===== config.mk =====
export PLATFORM = sky130hd
export DESIGN_NAME = uart_tx_engine
export DESIGN_NICKNAME = d
export VERILOG_FILES = /design/src/rtl/uart_pkg.sv /design/src/rtl/uart_baud_gen.sv /design/src/rtl/uart_tx_engine.sv
export SDC_FILE = /design/constraint.sdc
export NUM_CORES = 1
export LEC_CHECK = 0
export ABC_AREA = 1
export CORE_MARGIN = 1
export CORE_UTILIZATION = 30
export DETAILED_ROUTE_END_ITERATION = 16
export SKIP_CTS_REPAIR_TIMING = 1
export SYNTH_ARGS = -nofsm -noshare
export SYNTH_HDL_FRONTEND = slang
export SYNTH_HIERARCHICAL = 1
export SYNTH_SLANG_ARGS = --single-unit

===== constraint.sdc =====
create_clock -name clk -period 1.9 [get_ports clk]
set_clock_uncertainty 0.05 [all_clocks]
set_input_delay 0.38 -clock clk [delete_from_list [all_inputs] [get_ports clk]]
set_output_delay 0.38 -clock clk [all_outputs]
set_load 0.02 [all_outputs]

===== src/rtl/uart_pkg.sv =====
// Shared UART definitions: baud defaults, transmitter state encoding and status register layout.
package uart_pkg;

    localparam int unsigned CLOCK_DIVISOR_DEFAULT = 4618;
    localparam int unsigned DATA_BITS             = 8;
    localparam int unsigned BAUD_CNT_W            = 13;
    localparam int unsigned BIT_IDX_W             = $clog2(DATA_BITS);

    typedef enum logic [1:0] {
        TX_IDLE  = 2'd0,
        TX_START = 2'd1,
        TX_DATA  = 2'd2,
        TX_STOP  = 2'd3
    } tx_state_e;

    localparam int unsigned STAT_RX_READY   = 0;
    localparam int unsigned STAT_TX_EMPTY   = 1;
    localparam int unsigned STAT_TX_BUSY    = 2;
    localparam int unsigned STAT_TX_OVERRUN = 3;

    typedef struct packed {
        logic tx_overrun;
        logic tx_busy;
        logic tx_empty;
        logic rx_ready;
    } uart_status_t;

endpackage


===== src/rtl/uart_baud_gen.sv =====
// Baud tick generator: free-running divider with synchronous enable and clear.
module uart_baud_gen
    import uart_pkg::*;
#(
    parameter int unsigned DIVISOR = CLOCK_DIVISOR_DEFAULT,
    parameter int unsigned CNT_W   = BAUD_CNT_W
) (
    input  logic clk,
    input  logic reset,
    input  logic en_i,
    input  logic clr_i,
    output logic tick_c_o
);

    logic [CNT_W-1:0] cnt_q;
    logic [CNT_W-1:0] cnt_d;
    logic             at_top;

    assign at_top   = (cnt_q == CNT_W'(DIVISOR - 1));
    assign tick_c_o = en_i & ~clr_i & at_top;

    always_comb begin
        cnt_d = cnt_q;
        if (clr_i) begin
            cnt_d = '0;
        end else if (en_i) begin
            cnt_d = at_top ? '0 : cnt_q + CNT_W'(1);
        end
    end

    always_ff @(posedge clk or posedge reset) begin
        if (reset) begin
            cnt_q <= '0;
        end else begin
            cnt_q <= cnt_d;
        end
    end

endmodule


===== src/rtl/uart_tx_engine.sv =====
// 8N1 UART transmitter with a one-entry holding register in front of the shifter,
// giving back-to-back frames, sticky overrun status and an active-low empty interrupt.
module uart_tx_engine
    import uart_pkg::*;
#(
    parameter int unsigned CLOCK_DIVISOR = CLOCK_DIVISOR_DEFAULT
) (
    input  logic                 clk,
    input  logic                 reset,
    input  logic [DATA_BITS-1:0] i_tx_data,
    input  logic                 i_tx_load,
    input  logic                 i_irq_en,
    input  logic                 i_status_clr,
    output logic                 o_UART_RX,
    output logic                 o_tx_busy,
    output logic                 o_tx_empty,
    output logic                 o_tx_overrun,
    output logic                 o_IRQ
);

    tx_state_e              state_q, state_d;
    logic [DATA_BITS-1:0]   shift_q, shift_d;
    logic [BIT_IDX_W-1:0]   idx_q, idx_d;
    logic [DATA_BITS-1:0]   hr_q, hr_d;
    logic                   hr_empty_q, hr_empty_d;
    logic                   overrun_q, overrun_d;
    logic                   line_q, line_d;
    logic                   busy_q, busy_d;
    logic                   irq_q, irq_d;
    logic                   xfer;
    logic                   baud_tick_c;

    uart_baud_gen #(
        .DIVISOR (CLOCK_DIVISOR),
        .CNT_W   (BAUD_CNT_W)
    ) u_baud (
        .clk      (clk),
        .reset    (reset),
        .en_i     (state_q != TX_IDLE),
        .clr_i    (state_q == TX_IDLE),
        .tick_c_o (baud_tick_c)
    );

    always_comb begin
        state_d    = state_q;
        shift_d    = shift_q;
        idx_d      = idx_q;
        hr_d       = hr_q;
        hr_empty_d = hr_empty_q;
        overrun_d  = overrun_q;
        xfer       = 1'b0;

        unique case (state_q)
            TX_IDLE: begin
                if (!hr_empty_q) begin
                    xfer    = 1'b1;
                    state_d = TX_START;
                end
            end
            TX_START: begin
                if (baud_tick_c) begin
                    idx_d   = '0;
                    state_d = TX_DATA;
                end
            end
            TX_DATA: begin
                if (baud_tick_c) begin
                    shift_d = shift_q >> 1;
                    idx_d   = idx_q + BIT_IDX_W'(1);
                    if (idx_q == BIT_IDX_W'(DATA_BITS - 1)) begin
                        state_d = TX_STOP;
                    end
                end
            end
            TX_STOP: begin
                if (baud_tick_c) begin
                    if (!hr_empty_q) begin
                        xfer    = 1'b1;
                        state_d = TX_START;
                    end else begin
                        state_d = TX_IDLE;
                    end
                end
            end
            default: state_d = TX_IDLE;
        endcase

        if (xfer) begin
            shift_d    = hr_q;
            hr_empty_d = 1'b1;
        end

        // A load coinciding with the transfer refills the register the transfer just freed.
        if (i_tx_load && (hr_empty_q || xfer)) begin
            hr_d       = i_tx_data;
            hr_empty_d = 1'b0;
        end

        if (i_tx_load && !hr_empty_q && !xfer) begin
            overrun_d = 1'b1;
        end else if (i_status_clr) begin
            overrun_d = 1'b0;
        end

        unique case (state_d)
            TX_START: line_d = 1'b0;
            TX_DATA:  line_d = shift_d[0];
            default:  line_d = 1'b1;
        endcase

        busy_d = (state_d != TX_IDLE);
        irq_d  = ~(i_irq_en & hr_empty_q);
    end

    always_ff @(posedge clk or posedge reset) begin
        if (reset) begin
            state_q    <= TX_IDLE;
            shift_q    <= '0;
            idx_q      <= '0;
            hr_q       <= '0;
            hr_empty_q <= 1'b1;
            overrun_q  <= 1'b0;
            line_q     <= 1'b1;
            busy_q     <= 1'b0;
            irq_q      <= 1'b1;
        end else begin
            state_q    <= state_d;
            shift_q    <= shift_d;
            idx_q      <= idx_d;
            hr_q       <= hr_d;
            hr_empty_q <= hr_empty_d;
            overrun_q  <= overrun_d;
            line_q     <= line_d;
            busy_q     <= busy_d;
            irq_q      <= irq_d;
        end
    end

    assign o_UART_RX    = line_q;
    assign o_tx_busy    = busy_q;
    assign o_tx_empty   = hr_empty_q;
    assign o_tx_overrun = overrun_q;
    assign o_IRQ        = irq_q;

endmodule


==> metrics.md <==
| Metric | Value |
|---|---|
| DP HPWL | 3030 um |
| Synth Area per Inst | 8.36 um2 |
| Root buf cell | clkbuf_8 |
| Final worst-path cycle share | 1.02 |
| Max-slew headroom | 0.659 |
| Critical Path AT | 2.08 ns |
| WP data required | 2.04 ns |
| Clock slew at reported path FFs | 0.09 ns |
| Int Power | 2.24 mW |
| CTS tree | yes |
| Initial antenna violation count | 0 |
| Antenna Cells | 0 |
| # setup viols final | 6 |
| Max clock buf depth | 2 |
| Total clock sinks | 39 |
| Static Leak | 1.36 nW |
| Finished Core Util | 0.427 |
| DRT iter0 DRCs | 54 |
| Die Y | 86.2 um |
| Placed inst area | 2540 um2 |
| Congestion Overflow GR | 0 |
| Vias per cell | 4.54 |
| Layout cells sized above 1 | 0.268 |
| Register area share after synthesis | 0.461 |
| Final RePlAce weighted congestion | 0.785 |
| H-Tree Depth | 2 |
| Switch Pwr | 1.30 mW |
| Crit path from | u_baud/cnt_q[1] |
| Clk pwr share | 0.234 |
| DP Worst Slack | -0.0181 ns |
| VDD IR max | 717 uV |
| Max Clk Rate | 0.515 GHz |
| Synthesized Nets | 276 |
| # rows | 30 |
| Max Cap Viol | 0 |
| Max-slew violations | 0 |
| Failing checks | negative setup slack |
| Total track usage | 0.123 |
| WL final | 4370 um |
| Vias in the first global route | 1686 |
| Initial DRT Pass Iterations | 4 |
| Sw Share | 0.368 |
| Critical path type | reg -> reg |
| Die Area | 7420 um2 |
| Cell Area, Synth | 2120 um2 |
| Vias | 1806 |
| Largest area contributor in the netlist | dfrtp_1 |
| Sequential share of power | 0.339 |
| WL per Instance | 11.0 um |
| Comb pwr share | 0.427 |
| R2r setup slk | -0.04 ns |
| Nets | 323 |
| DRC Markers | 0 |
| Yosys top cell area share | 0.424 |
| Final antenna-violating net count | 0 |
| FF+latch count, synth | 39 |
| Core Area | 6830 um2 |
| Pwr/cell area | 1220 nW/um2 |
| CP Max Fanout | 7 |
| Worst slew pin tran | 0.511 ns |
| Clk Latency, worst-skew pair | 0.29 ns |
| Min cycle time layout | 1.94 ns |
| Top Ports | 18 |
| Area contributors post-synth | dfrtp_1 42%, nand2_1 10%, nand3_1 7.3% |
| Synth Instances | 254 |
| Hold Path Class | in -> async |
| Cell variety after synth | 26 |
| Die width | 86.2 um |
| CP Capture Type | flop |
| # fillers | 702 |
| Synth warn | 6 |
| Worst r2r src | u_baud/cnt_q[1] |
| CTS buffer count | 5 |
| Port Buffers | 17 |
| Status | finished, violations left |
| Worst setup SP type | flop |
| Syn-to-layout area delta | 37.2% |
| RSZ-0062 raised after global routing | yes |
| First-pass GRT wire length | 7230 um |
| Final WS setup | -0.0399 ns |
| Initial Util | 0.311 |
| Post-route cell area | 2910 um2 |
| Final hold vios | 0 |
| Pin count of the biggest net entering global routing | 27 |
## sequential cells by signal, summed over array words and instances, names as in the netlist
register and flops:
o_tx_busy 1, idx_q 3, o_UART_RX 1, o_tx_empty 1
shift_q 8, state_q 2, hr_q 8, o_tx_overrun 1
u_baud/cnt_q 13, o_IRQ 1
## kinds of logic after synthesis
| kind of cell | Yosys count | synth area share |
|---|---|---|
| xor gates and xnor gates | 6 | 0.0247 |
| buffers and inverters | 41 | 0.0807 |
| adders and majority gates | 9 | 0.0530 |
| DFF | 39 | 0.461 |
| and+or+nand+nor | 127 | 0.280 |
| AOI/OAI and AO/OA | 32 | 0.100 |
## final timing paths
kind / to / depth (start not counted)
min in group clk: o_IRQ / 1
setup reg to reg: hr_q[4] / 14
hold reg to reg: o_IRQ / 1
setup / recovery: hr_q[4] / 14
max in group asynchronous: u_baud/cnt_q[10] / 2
hold / removal: o_tx_overrun / 3
## power by group through the flow
stage / Combinational [mW] / Sequential, mW / Clock (mW)
floorplan: 0.795 / 1.25 / 0
global placement: 1.21 / 1.20 / 0
detailed placement: 1.23 / 1.20 / 0
CTS: 1.23 / 1.18 / 0.857
global route: 1.68 / 1.23 / 0.889
finish: 1.51 / 1.20 / 0.828
## worst max-delay path, cell delays in order (launching register included)
cell,delay (ns)
dfrtp_1,0.40
inv_2,0.09
ha_4,0.12
nand2_2,0.04
nor2_2,0.09
nand3_2,0.12
nor2_2,0.14
buf_6,0.13
nand2_4,0.05
nand2_4,0.11
nand2_8,0.09
nand2_8,0.13
nand2_8,0.10
nor2_4,0.14
a21oi_2,0.04
## stage by stage
step                setup TNS, ns  hold WS (ns)  cells  power [mW]
floorplan                       0         0.207    254        2.05
global placement                0         0.409    382        2.41
detailed placement        -0.0214         0.404    382        2.43
CTS                        -0.356         0.398    390        3.28
global route                -1.34         0.422    398        3.79
finish                     -0.112         0.396    398        3.55
## cell type report
class	instances	area, um2	share of cell area
multi-input combinational	175	1120	0.386
clock inverter	3	67.6	0.0232
sequential	39	980	0.336
timing repair buffer	43	414	0.142
clock buffer	5	68.8	0.0236
inverter	37	139	0.0477
tap	96	120	0.0412
## Yosys cell counts
library cell  number
a21oi_1            2
o21bai_1           2
o21ai_2            2
nor3_1             1
nand2_4            5
nor2_1            17
inv_2              1
o21ai_1            2
a21oi_2            6
nand2_1           58
dfstp_2            3
o21ai_0            8
nor2_2             5
inv_1             36
nand2_2            2
dfrtp_1           36
nand3_2            1
buf_6              2
ha_1               9
xnor2_1            1
o211ai_1           4
buf_2              2
nand4_1            7
nand3_1           31
o22ai_1            6
xor2_1             5
## metal layers
layer / routed length [um] / track usage / up-vias
li1: - / - / 916
met1: 1960 / 0.154 / 844
met2: 2180 / 0.201 / 37
met3: 152 / 0.0356 / 9
met4: 72 / 0.0455 / 0
met5: 0 / 0 / -
## layout by cell type (no fill, tap or decap), types with 3 or more instances in the layout
| master | n |
|---|---|
| o22ai_1 | 6 |
| nand2_1 | 55 |
| nand2_2 | 5 |
| o21ai_0 | 7 |
| nor2_1 | 10 |
| xor2_1 | 5 |
| nor2_4 | 6 |
| nand3_2 | 8 |
| nand3_1 | 24 |
| o21ai_1 | 3 |
| inv_1 | 34 |
| dfstp_2 | 3 |
| dfrtp_1 | 36 |
| buf_4 | 22 |
| ha_1 | 7 |
| a21oi_2 | 6 |
| inv_2 | 3 |
| nand2_8 | 4 |
| clkdlybuf4s50_1 | 16 |
| nand4_1 | 7 |
| nor2_2 | 6 |
| clkbuf_8 | 5 |
| o211ai_1 | 4 |
Note: power is estimated with default switching activity, not from simulation.
